File: config.mk
export PLATFORM = sky130hd
export DESIGN_NAME = riscv_core_divider
export DESIGN_NICKNAME = d
export VERILOG_FILES = /design/src/rtl/riscv_core_mul_div_pkg.sv /design/src/rtl/riscv_core_divider.sv
export SDC_FILE = /design/constraint.sdc
export NUM_CORES = 1
export LEC_CHECK = 0
export CORE_ASPECT_RATIO = 0.5
export CORE_MARGIN = 4
export CORE_UTILIZATION = 50
export CTS_CLUSTER_SIZE = 40
export DETAILED_ROUTE_END_ITERATION = 7
export PLACE_DENSITY = 0.76
export SYNTH_ARGS = -nofsm -noshare
export SYNTH_HDL_FRONTEND = slang
export SYNTH_SLANG_ARGS = --single-unit
File: constraint.sdc
create_clock -name i_divider_clk -period 3.8 [get_ports i_divider_clk]
set_input_delay 0.76 -clock i_divider_clk [delete_from_list [all_inputs] [get_ports i_divider_clk]]
set_output_delay 0.76 -clock i_divider_clk [all_outputs]
set_load 0.03 [all_outputs]
File: src/rtl/riscv_core_mul_div_pkg.sv
// Shared definitions for the mul/div control block and the iterative divider.
//   - op-code constants for the divide class (bit2=divide, bit1=remainder, bit0=unsigned)
//   - divider state encoding, also used by the control block
package riscv_core_mul_div_pkg;

   localparam logic [2:0] DIV  = 3'b100;
   localparam logic [2:0] DIVU = 3'b101;
   localparam logic [2:0] REM  = 3'b110;
   localparam logic [2:0] REMU = 3'b111;

   typedef enum logic [1:0] {
      IDLE = 2'd0,
      CALC = 2'd1,
      FIX  = 2'd2,
      DONE = 2'd3
   } div_state_e;

endpackage

File: src/rtl/riscv_core_divider.sv
// Iterative radix-2 restoring divider for DIV/DIVU/REM/REMU and their *W forms.
// Ports:
//   i_divider_clk, i_divider_rstn    clock, async active-low reset
//   i_divider_start                  start request, sampled in IDLE only
//   i_divider_srcA / i_divider_srcB  dividend / divisor (valid in start cycle only)
//   i_divider_control                op code (bit2 divide class, bit1 remainder, bit0 unsigned)
//   i_divider_isword                 32-bit word operation
//   o_divider_result                 quotient or remainder, held until the next result
//   o_divider_busy                   high in CALC, FIX, DONE
//   o_divider_done                   one-cycle pulse in DONE
module riscv_core_divider
   import riscv_core_mul_div_pkg::*;
#(
   parameter int unsigned XLEN = 64
) (
   input  logic            i_divider_clk,
   input  logic            i_divider_rstn,
   input  logic            i_divider_start,
   input  logic [XLEN-1:0] i_divider_srcA,
   input  logic [XLEN-1:0] i_divider_srcB,
   input  logic [2:0]      i_divider_control,
   input  logic            i_divider_isword,
   output logic [XLEN-1:0] o_divider_result,
   output logic            o_divider_busy,
   output logic            o_divider_done
);

   localparam int unsigned HALF  = XLEN / 2;
   localparam int unsigned W1    = XLEN + 1;
   localparam int unsigned CNT_W = $clog2(XLEN + 1);

   // Conditional two's-complement negation.
   function automatic logic [XLEN-1:0] cond_neg(input logic [XLEN-1:0] v, input logic neg);
      return neg ? (~v + XLEN'(1)) : v;
   endfunction

   div_state_e       state_q, next_state;
   logic [CNT_W-1:0] cnt_q;
   logic [XLEN-1:0]  rem_q, quo_q, divisor_q, result_q;
   logic             op_rem_q, isword_q, q_sign_q, r_sign_q;
   logic             busy_q, done_q;

   logic             accept;
   logic             is_signed, sign_a, sign_b;
   logic [XLEN-1:0]  ext_a, ext_b, mag_a, mag_b, load_quo;
   logic [W1-1:0]    shifted, trial;
   logic [XLEN-1:0]  fix_quo, fix_rem, fix_sel, fix_res;

   // Next state, operand preparation, trial subtraction and result fix-up.
   always_comb begin
      next_state = state_q;
      accept     = 1'b0;
      ext_a      = i_divider_srcA;
      ext_b      = i_divider_srcB;
      is_signed  = ~i_divider_control[0];

      // Only divide-class ops are meaningful to this unit.
      if (state_q == IDLE && i_divider_start && i_divider_control[2]) begin
         accept = 1'b1;
      end

      // Word ops take the low half, sign- or zero-extended.
      if (i_divider_isword) begin
         ext_a = is_signed ? {{HALF{i_divider_srcA[HALF-1]}}, i_divider_srcA[HALF-1:0]}
                           : {{HALF{1'b0}}, i_divider_srcA[HALF-1:0]};
         ext_b = is_signed ? {{HALF{i_divider_srcB[HALF-1]}}, i_divider_srcB[HALF-1:0]}
                           : {{HALF{1'b0}}, i_divider_srcB[HALF-1:0]};
      end
      sign_a = is_signed & ext_a[XLEN-1];
      sign_b = is_signed & ext_b[XLEN-1];
      mag_a  = cond_neg(ext_a, sign_a);
      mag_b  = cond_neg(ext_b, sign_b);

      // Word dividends fit in HALF bits; park them in the top half so HALF steps consume them.
      load_quo = i_divider_isword ? {mag_a[HALF-1:0], {HALF{1'b0}}} : mag_a;

      // Shifted partial remainder needs one extra bit; a set MSB of the difference means negative.
      shifted = {rem_q, quo_q[XLEN-1]};
      trial   = shifted - {1'b0, divisor_q};

      // Divide-by-zero leaves the all-ones quotient unsigned.
      fix_quo = cond_neg(quo_q, q_sign_q & (divisor_q != '0));
      fix_rem = cond_neg(rem_q, r_sign_q);
      fix_sel = op_rem_q ? fix_rem : fix_quo;
      fix_res = isword_q ? {{HALF{fix_sel[HALF-1]}}, fix_sel[HALF-1:0]} : fix_sel;

      unique case (state_q)
         IDLE: if (accept) next_state = CALC;
         CALC: if (cnt_q == CNT_W'(1)) next_state = FIX;
         FIX:  next_state = DONE;
         DONE: next_state = IDLE;
         default: next_state = IDLE;
      endcase
   end

   // State, datapath and output registers.
   always_ff @(posedge i_divider_clk or negedge i_divider_rstn) begin
      if (!i_divider_rstn) begin
         state_q   <= IDLE;
         cnt_q     <= '0;
         rem_q     <= '0;
         quo_q     <= '0;
         divisor_q <= '0;
         result_q  <= '0;
         op_rem_q  <= 1'b0;
         isword_q  <= 1'b0;
         q_sign_q  <= 1'b0;
         r_sign_q  <= 1'b0;
         busy_q    <= 1'b0;
         done_q    <= 1'b0;
      end else begin
         state_q <= next_state;
         busy_q  <= (next_state != IDLE);
         done_q  <= (next_state == DONE);
         unique case (state_q)
            IDLE: begin
               if (accept) begin
                  op_rem_q  <= i_divider_control[1];
                  isword_q  <= i_divider_isword;
                  divisor_q <= mag_b;
                  quo_q     <= load_quo;
                  rem_q     <= '0;
                  q_sign_q  <= sign_a ^ sign_b;
                  r_sign_q  <= sign_a;
                  cnt_q     <= i_divider_isword ? CNT_W'(HALF) : CNT_W'(XLEN);
               end
            end
            CALC: begin
               rem_q <= trial[XLEN] ? shifted[XLEN-1:0] : trial[XLEN-1:0];
               quo_q <= {quo_q[XLEN-2:0], ~trial[XLEN]};
               cnt_q <= cnt_q - CNT_W'(1);
            end
            FIX: begin
               result_q <= fix_res;
            end
            default: ;
         endcase
      end
   end

   assign o_divider_result = result_q;
   assign o_divider_busy   = busy_q;
   assign o_divider_done   = done_q;

endmodule

# Word-level counts from Yosys, hierarchy flattened
# Index checks and enable logic that the tools add are counted.
# totals
register_bits,271
in_bits,135
# classes
n_eq_ne,6
n_reduce_logical,8
add_sub_neg,6
mux,23
n_bitwise,10
# op_table
operator,n
64-bit 2-to-1 mux,14
"64-bit by 1-bit adder with 64-bit output, second input constant",4
64-bit inverter,4
64-bit one-hot mux with 2 select lines,2
65-bit by 64-bit subtractor with 65-bit output,1
64-bit nonzero test,1
7-bit 2-to-1 mux,2
7-bit one-hot mux with 2 select lines,1
2-bit one-hot mux with 4 select lines,1
"7-bit by 1-bit equality test with 1-bit output, second input constant",1
"7-bit by 1-bit subtractor with 7-bit output, second input constant",1
"2-bit equality test, second input constant",3
2-bit 2-to-1 mux,2
2-bit AND reduction,2
2-bit nonzero test,2
1-bit bitwise AND,3
"2-bit by 1-bit equality test with 1-bit output, second input constant",1
1-bit logical AND,2
2-bit logical NOT,1
"2-bit inequality test, second input constant",1
1-bit inverter,2
1-bit 2-to-1 mux,1
1-bit bitwise XOR,1

# Longest topological paths before layout
# Gate-level depths: netlist of the first run.
# depth
word_depth,8
ltp_mapped,16
mapped_depth_nobuf,14

# Worst setup path before layout of the first run
# OpenSTA, ideal clock, no wires.
# synth_timing
path_type,input -> register
start,input i_divider_srcB[4]
end,register divisor_q[59]
path_buffers,0
setup_ps,130
t_arrival_ps,3305
path_stages,10
setup_slack_ps,365
required_time_ps,3670
path_cell_list,or3_1 nor4_2 nand4_2 a2111oi_4 nand2_1 or3_1 or3_1 o21ai_1 xnor2_1 o21ai_1
# synth_between
elab_chain_cells,5
# synth_lines
item,line_no,text
"start, declared",riscv_core_divider.sv:20,"input logic [XLEN-1:0] i_divider_srcB,"
64-bit 2-to-1 mux,riscv_core_divider.sv:66,"ext_b = is_signed ? {{HALF{i_divider_srcB[HALF-1]}}, i_divider_srcB[HALF-1:0]}"
64-bit 2-to-1 mux *,riscv_core_divider.sv:63,if (i_divider_isword) begin
64-bit inverter *,riscv_core_divider.sv:34,return neg ? (~v + XLEN'(1)) : v;
64-bit by 1-bit adder with 64-bit output *,riscv_core_divider.sv:34,
64-bit 2-to-1 mux *,riscv_core_divider.sv:34,
"end signal, assigned",riscv_core_divider.sv:120,divisor_q <= mag_b;
"end, declared",riscv_core_divider.sv:39,"logic [XLEN-1:0] rem_q, quo_q, divisor_q, result_q;"
# Every way passes the cells marked *; elsewhere a longest branch is shown, timed or not.
# A chain may end at the register's enable or synchronous reset.

# Final worst setup path of the first run
# layout_timing
start,register rem_q[19]
end,register result_q[59] (netlist: o_divider_result[59])
# layout_between
elab_chain_cells,5
# layout_lines
item,line_no,text
"start, declared",riscv_core_divider.sv:39,
"start signal, assigned",riscv_core_divider.sv:129,rem_q <= trial[XLEN] ? shifted[XLEN-1:0] : trial[XLEN-1:0];
64-bit inverter,riscv_core_divider.sv:34,
64-bit by 1-bit adder with 64-bit output,riscv_core_divider.sv:34,
64-bit 2-to-1 mux,riscv_core_divider.sv:34,
64-bit 2-to-1 mux,riscv_core_divider.sv:84,fix_sel = op_rem_q ? fix_rem : fix_quo;
64-bit 2-to-1 mux,riscv_core_divider.sv:85,"fix_res = isword_q ? {{HALF{fix_sel[HALF-1]}}, fix_sel[HALF-1:0]} : fix_sel;"
"end signal, assigned",riscv_core_divider.sv:134,result_q <= fix_res;
"end, declared",riscv_core_divider.sv:39,
# Every way passes these cells.

==> out/results.tsv, run 1 <==
metric	value	unit
max-slew-margin-rel	44.3	%
ys_seq_area_share	30.9	%
async_flop_share	100	%
ios	201	
mostFrequentLayoutCells	nand2_1 (377), o21ai_0 (331), a21oi_1 (274)	
rr_worst_depth	12	
status	finished clean	
core.rowCount	53	
yosys_most_used_dff	dfrtp_1	
antenna_cells	0	
fmax	266	MHz
cts-buffers-inserted	27	
path_class	reg -> reg	
synth-seq-cells	271	
final_common_cell	nand2_1	
syn_area	21900	µm²
slew_viol_final	0	
core_area	42600	µm²
grt_start_max_net_pins	100	
drt_iter0_markers	2794	
nFillCells	3730	
htree_levels	1	
port_buffers	200	
stdcell_area	27000	µm²
yosys.cell_types.count	81	
syn_avg_cell_area	7.58	µm²
rrSetupSlack	0.04	ns
synth_fp_nets	3098	
gp_congestion	0.949	
timing.rr.start	rem_q[19]	
regArea	6780	µm²
viasPerCell	6.13	
antenna_found_initial	2	
fin_util	63.2	%
worstPathMaxFanout	7	
track_usage	31.8	%
hpwl	62000	µm
area_delta_synth_final	23.0	%
drc	0	
clockRootBuffer	clkbuf_16	
worstMarginPinSlew	0.835	ns
clock_latency	0.57	ns
clk_pin_slew	0.07	ns
cts_hold_buf	0	
drv_cap	0	
multi_input_area	14200	µm²
grt_pass1_vias	21100	
fin_hold_ws	0.153	ns
grt_pass1_wl	121000	µm
hp-class	in -> async	
clock_skew	0.0267	ns
dpl-instance-area	25900	µm²
cts_sinks	271	
die_h	156	µm
synthCells	2892	
period_share	98.8	%
ant_nets	0	
nets	3387	
p_leak	11.4	nW
cp_data_arrival_time	4.17	ns
tritoncts	done	
layout-drive-gt1-share	10.7	%
worstSetupEndpointType	flop	
dr.pass1.iters	6	
reg2reg_to	o_divider_result[59]	
via_count	23200	
grt_setup_unrepaired	yes	
required	4.21	ns
synth_edf_count	0	
setup_violations	0	
dieArea	47400	µm²
clock_path_buffers	3	
initial_core_util	51.4	%
ir_worst_vdd	0.000518	V
yosysWarnings	0	
die_w	304	µm
hold_viol	0	
crit_path_start_kind	flop	
fin_crit	3.76	ns
grt_overflow	0	
power_density	1010	nW/µm²
wl_per_cell	21.1	µm
wl	79700	µm
-- repair_timing --
| item | CTS | global route |
|---|---|---|
| setup buffers | 0 | 6 |
| resized for setup | 0 | 22 |
| setup endpoints to repair | 0 | 78 |
| hold endpoints to repair | 0 | 0 |
-- logic make-up (layout without fill, tap and decap cells) --
group                      Yosys count  in the layout  share of synthesized area, %
buffers and inverters              286            591                          4.96
xor gates and xnor gates           290            290                          11.6
AOI/OAI and AO/OA                  976            976                          26.7
adders and majority gates           71             71                          4.09
muxes                               15             15                         0.697
and+or+nand+nor                    983            984                          21.0
DFF                                271            271                          30.9
-- per-layer routing --
| metal | global-route usage [%] | vias up | wire, µm | part of all wire [%] |
|---|---|---|---|---|
| li1 | - | 10900 | - | - |
| met1 | 47.0 | 11000 | 35100 | 44 |
| met2 | 47.1 | 1100 | 34000 | 43 |
| met3 | 7.20 | 130 | 8520 | 11 |
| met4 | 8.28 | 4 | 2140 | 2.7 |
| met5 | 0 | - | 27 | 0.034 |
-- registers in the layout (all words and copies together) (netlist names) --
register,cells
o_divider_busy,1
cnt_q,7
q_sign_q,1
isword_q,1
op_rem_q,1
divisor_q,64
r_sign_q,1
rem_q,64
o_divider_done,1
state_q,2
quo_q,64
o_divider_result,64
-- critical path, stage by stage, from the launching register on --
cell and delay (ns):
dfrtp_1 0.52, or4_4 0.58, nor4_2 0.36, or3b_1 0.44
or2_1 0.28, nor2_1 0.12, nand2_1 0.11, buf_4 0.17
o21ai_1 0.13, xor2_1 0.30, a21oi_1 0.13, o21ai_0 0.35
nand2_1 0.11
-- stage by stage --
| stage | total power [mW] | TNS, ns | worst slack (ns) | instances |
|---|---|---|---|---|
| after global routing | 29.1 | -0.0281 | -0.0255 | 3775 |
| after CTS | 26.0 | 0 | 0.0168 | 3766 |
| after detailed placement | 23.2 | -2.69 | -0.348 | 3720 |
| final | 27.1 | 0 | 0.0438 | 3775 |
| after global placement | 22.9 | -1.95 | -0.389 | 3720 |
| after floorplan | 17.3 | 0 | 0.365 | 2892 |
-- worst max-delay path by stage --
| stage | startpoint | to |
|---|---|---|
| after floorplan | i_divider_srcB[4] | divisor_q[59] |
| after global placement | i_divider_srcB[8] | divisor_q[61] |
| after detailed placement | i_divider_srcB[16] | divisor_q[61] |
| after CTS | rem_q[19] | o_divider_result[61] |
| after global routing | rem_q[19] | o_divider_result[59] |
| final | rem_q[19] | o_divider_result[59] |
-- cell usage after synthesis (all sizes together) (7+ instances only) --
| library cell | n | share of area, % |
|---|---|---|
| inv | 107 | 1.8 |
| nor2b | 12 | 0.34 |
| o211ai | 19 | 0.65 |
| dfrtp | 271 | 31 |
| and2 | 9 | 0.26 |
| buf | 18 | 0.35 |
| nor4 | 58 | 1.9 |
| a21o | 35 | 1.2 |
| nand3 | 33 | 0.75 |
| o41ai | 17 | 0.75 |
| o21a | 9 | 0.31 |
| nor3 | 69 | 1.7 |
| a31oi | 19 | 0.54 |
| o31ai | 49 | 1.7 |
| or2 | 12 | 0.34 |
| nor2 | 266 | 4.6 |
| clkbuf | 161 | 2.8 |
| nand2b | 19 | 0.54 |
| nand4 | 31 | 0.91 |
| or3 | 38 | 1.1 |
| mux2i | 13 | 0.59 |
| a211oi | 43 | 1.5 |
| a32oi | 9 | 0.36 |
| o21bai | 18 | 0.62 |
| nand2 | 378 | 6.5 |
| xor2 | 134 | 5.4 |
| a21oi | 275 | 6.3 |
| o21ai | 367 | 8.4 |
| o22ai | 9 | 0.26 |
| a22oi | 35 | 1.2 |
| ha | 70 | 4.0 |
| or4 | 32 | 1.2 |
| xnor2 | 156 | 6.2 |
| and3 | 7 | 0.20 |
| a22o | 19 | 0.76 |
-- cell type report --
cell class              instances  share of cell area [%]
multi-input cells            2336                    52.7
flip-flops and latches        271                    25.2
repair buffers                438                    14.7
clock buffers                  37                    2.79
well taps                     577                    2.68
inverters                     107                    1.49
clock inverters                 9                   0.483
-- report_power, final --
group | leakage [nW] | internal [mW] | total (mW) | switching (mW)
registers | 3.33 | 4.17 | 5.92 | 1.75
logic | 7.60 | 7.42 | 18.4 | 11.0
clock network | 0.431 | 1.59 | 2.80 | 1.22
total | 11.4 | 13.2 | 27.1 | 14.0
Note: power is estimated with default switching activity, not from simulation.
==> run 2: changes to the inputs <==
==> constraint.sdc (replaced) <==
create_clock -name i_divider_clk -period 3.8 [get_ports i_divider_clk]
set_input_delay 0.38 -clock i_divider_clk [delete_from_list [all_inputs] [get_ports i_divider_clk]]
set_output_delay 0.38 -clock i_divider_clk [all_outputs]
set_load 0.03 [all_outputs]
==> run 2 against run 1 <==
Effect of this change: register-to-register slack gained 0.07 ns; cell area shrank 2.3%; first-iteration DRC count grew 3.4%; core utilization shrank 1.4 points; critical endpoint is now o_divider_result[58]; cell count shrank 2.0%; count of clock-buffer cells in the layout grew 2; fmax grew 2.0%.
==> out/results.tsv, run 2 (same netlist as run 1, synthesis figures left out) <==
metric	value	unit	change
grt_overflow	0		unchanged
core_area	42600	µm²	unchanged
stdcell_count	3700		-2.0%
antenna_found_initial	3		+1
p_leak	11.0	nW	-3.5%
dieArea	47400	µm²	unchanged
crit_path_start_kind	flop		
hpwl	60300	µm	-2.8%
setup_violations	0		unchanged
htree_levels	1		unchanged
clk_pin_slew	0.06	ns	about the same
hold_viol	0		unchanged
slowest_delay	0.59	ns	about the same
port_buffers	200		unchanged
clock_latency	0.57	ns	about the same
period_share	96.9	%	-1.9 points
status	finished clean		
stdcell_area	26300	µm²	-2.3%
track_usage	31.0	%	-0.80 points
fin_crit	3.68	ns	-0.0733 ns
initial_core_util	51.4	%	unchanged
worstSetupEndpointType	flop		
cp_data_arrival_time	4.18	ns	about the same
die_h	156	µm	unchanged
max-slew-margin-rel	24.5	%	-20 points
power.total	27.2	mW	+0.13%
clock_skew	0.0140	ns	-0.0126 ns
worstMarginPinSlew	1.13	ns	+0.296 ns
rr_worst_depth	11		-1
dp_cells	3642		-2.1%
via_count	22900		-1.2%
layout-drive-gt1-share	8.46	%	-2.3 points
slew_viol_final	0		unchanged
grt_start_max_net_pins	132		+32%
cts_sinks	271		unchanged
timing.rr.start	quo_q[35]		
area_delta_synth_final	20.2	%	
clock_path_buffers	3		unchanged
drc	0		unchanged
reg2reg_to	o_divider_result[58]		
drt_iter0_markers	2889		+3.4%
crit_top_cell	o21ai_1		
grt_pass1_wl	118000	µm	-2.5%
cp.depth	11		-1
path_cells	or4_1 > nor4_2 > nor3b_4 > nand4b_2 > or4_4 > o21ai_1 > xnor2_1 > nor2_1 > a211oi_1 > o21ai_1 > nand2_1		
ios	201		unchanged
ant_nets	0		unchanged
wl_per_cell	21.2	µm	+0.52%
mostFrequentLayoutCells	nand2_1 (377), o21ai_0 (331), a21oi_1 (274)		
ir_worst_vdd	0.000472	V	-8.9%
gp_congestion	0.983		+3.6%
crit_buf_inv	0		-1
rrSetupSlack	0.12	ns	+0.07 ns
path_class	reg -> reg		
wl	78500	µm	-1.5%
hp-class	in -> async		
tritoncts	done		
grt_pass1_vias	20500		-2.6%
die_w	304	µm	unchanged
drv_cap	0		unchanged
nets	3308		-2.3%
worstPathMaxFanout	4		-3
power_density	1030	nW/µm²	+2.5%
required	4.30	ns	+0.09 ns
dpl-instance-area	25200	µm²	-2.4%
final_common_cell	nand2_1		
fin_util	61.8	%	-1.4 points
clockRootBuffer	clkbuf_16		
viasPerCell	6.18		+0.82%
fmax	272	MHz	+2.0%
slowest_stage	or4_1		
dr.pass1.iters	6		unchanged
cts-buffers-inserted	27		unchanged
cp_top_family	simple AND/OR/NAND/NOR gates		
core.rowCount	53		unchanged
[run 2: cell count changes in the layout (fill, tap and decap cells not counted), moves of 2 or more]
cell / change
diode_2: +2
a211oi_1: -2
clkbuf_1: +3
nor3_2: -2
buf_12: -3
buf_6: +2
a211oi_2: +2
nor3_1: +2
buf_4: -79
clkinvlp_4: +2
[run 2: cell type report]
| type | instances | area [µm²] |
|---|---|---|
| Timing Repair Buffer | 360 | 3370 |
| Clock buffer | 39 | 751 |
| Tap cell | 577 | 722 |
| Fill cell | 3785 | 16300 |
| Sequential cell | 271 | 6780 |
| Antenna cell | 2 | 5.00 |
| Clock inverter | 9 | 106 |
| Multi-Input combinational cell | 2335 | 14200 |
| Inverter | 107 | 402 |
[run 2: worst max path at each step]
stage	from	end	slack [ns]
final	quo_q[35]	o_divider_result[58]	0.12
after global routing	quo_q[63]	rem_q[58]	-0.02
after CTS	quo_q[35]	o_divider_result[60]	0.06
after detailed placement	i_divider_srcB[22]	divisor_q[61]	0.02
after global placement	i_divider_srcB[8]	divisor_q[61]	-0.02
after floorplan	quo_q[63]	rem_q[58]	0.37
[run 2: per-stage QoR]
stage / setup slack (ns) / setup TNS [ns] / hold slack (ns)
after floorplan: 0.367 / 0 / 0.0844
after global placement: -0.0220 / -0.0220 / 0.273
after detailed placement: 0.0232 / 0 / 0.273
after global routing: -0.0163 / -0.0305 / 0.309
final: 0.117 / 0 / 0.272
after CTS: 0.0550 / 0 / 0.273
[run 2: power by group]
part / switching (mW) / internal [mW] / leakage, nW
combinational: 11.1 / 7.41 / 7.23
sequential: 1.80 / 4.17 / 3.33
clock: 1.21 / 1.51 / 0.410
total: 14.1 / 13.1 / 11.0
[run 2: metal layers]
layer | routed length, µm | part of all wire (%) | GRT usage, % | up-vias
li1 | - | - | - | 10800
met5 | 19 | 0.024 | 0 | -
met2 | 33300 | 42 | 46.1 | 1148
met1 | 34100 | 43 | 44.6 | 10800
met4 | 2160 | 2.7 | 8.50 | 2
met3 | 8890 | 11 | 8.42 | 141
[run 2: repair_timing]
item	CTS	global route
buffers inserted	0	2
endpoints found under the hold margin	35	0
hold buffers	1	0
gates resized for setup	0	24
endpoints found under the setup margin	0	79
[run 2: worst reg2reg max path, cell delays in order, from the launching register on]
cell      delay, ns
dfrtp_1        0.39
or4_1          0.59
nor4_2         0.34
nor3b_4        0.39
nand4b_2       0.21
or4_4          0.57
o21ai_1        0.18
xnor2_1        0.14
nor2_1         0.06
a211oi_1       0.53
o21ai_1        0.15
nand2_1        0.08
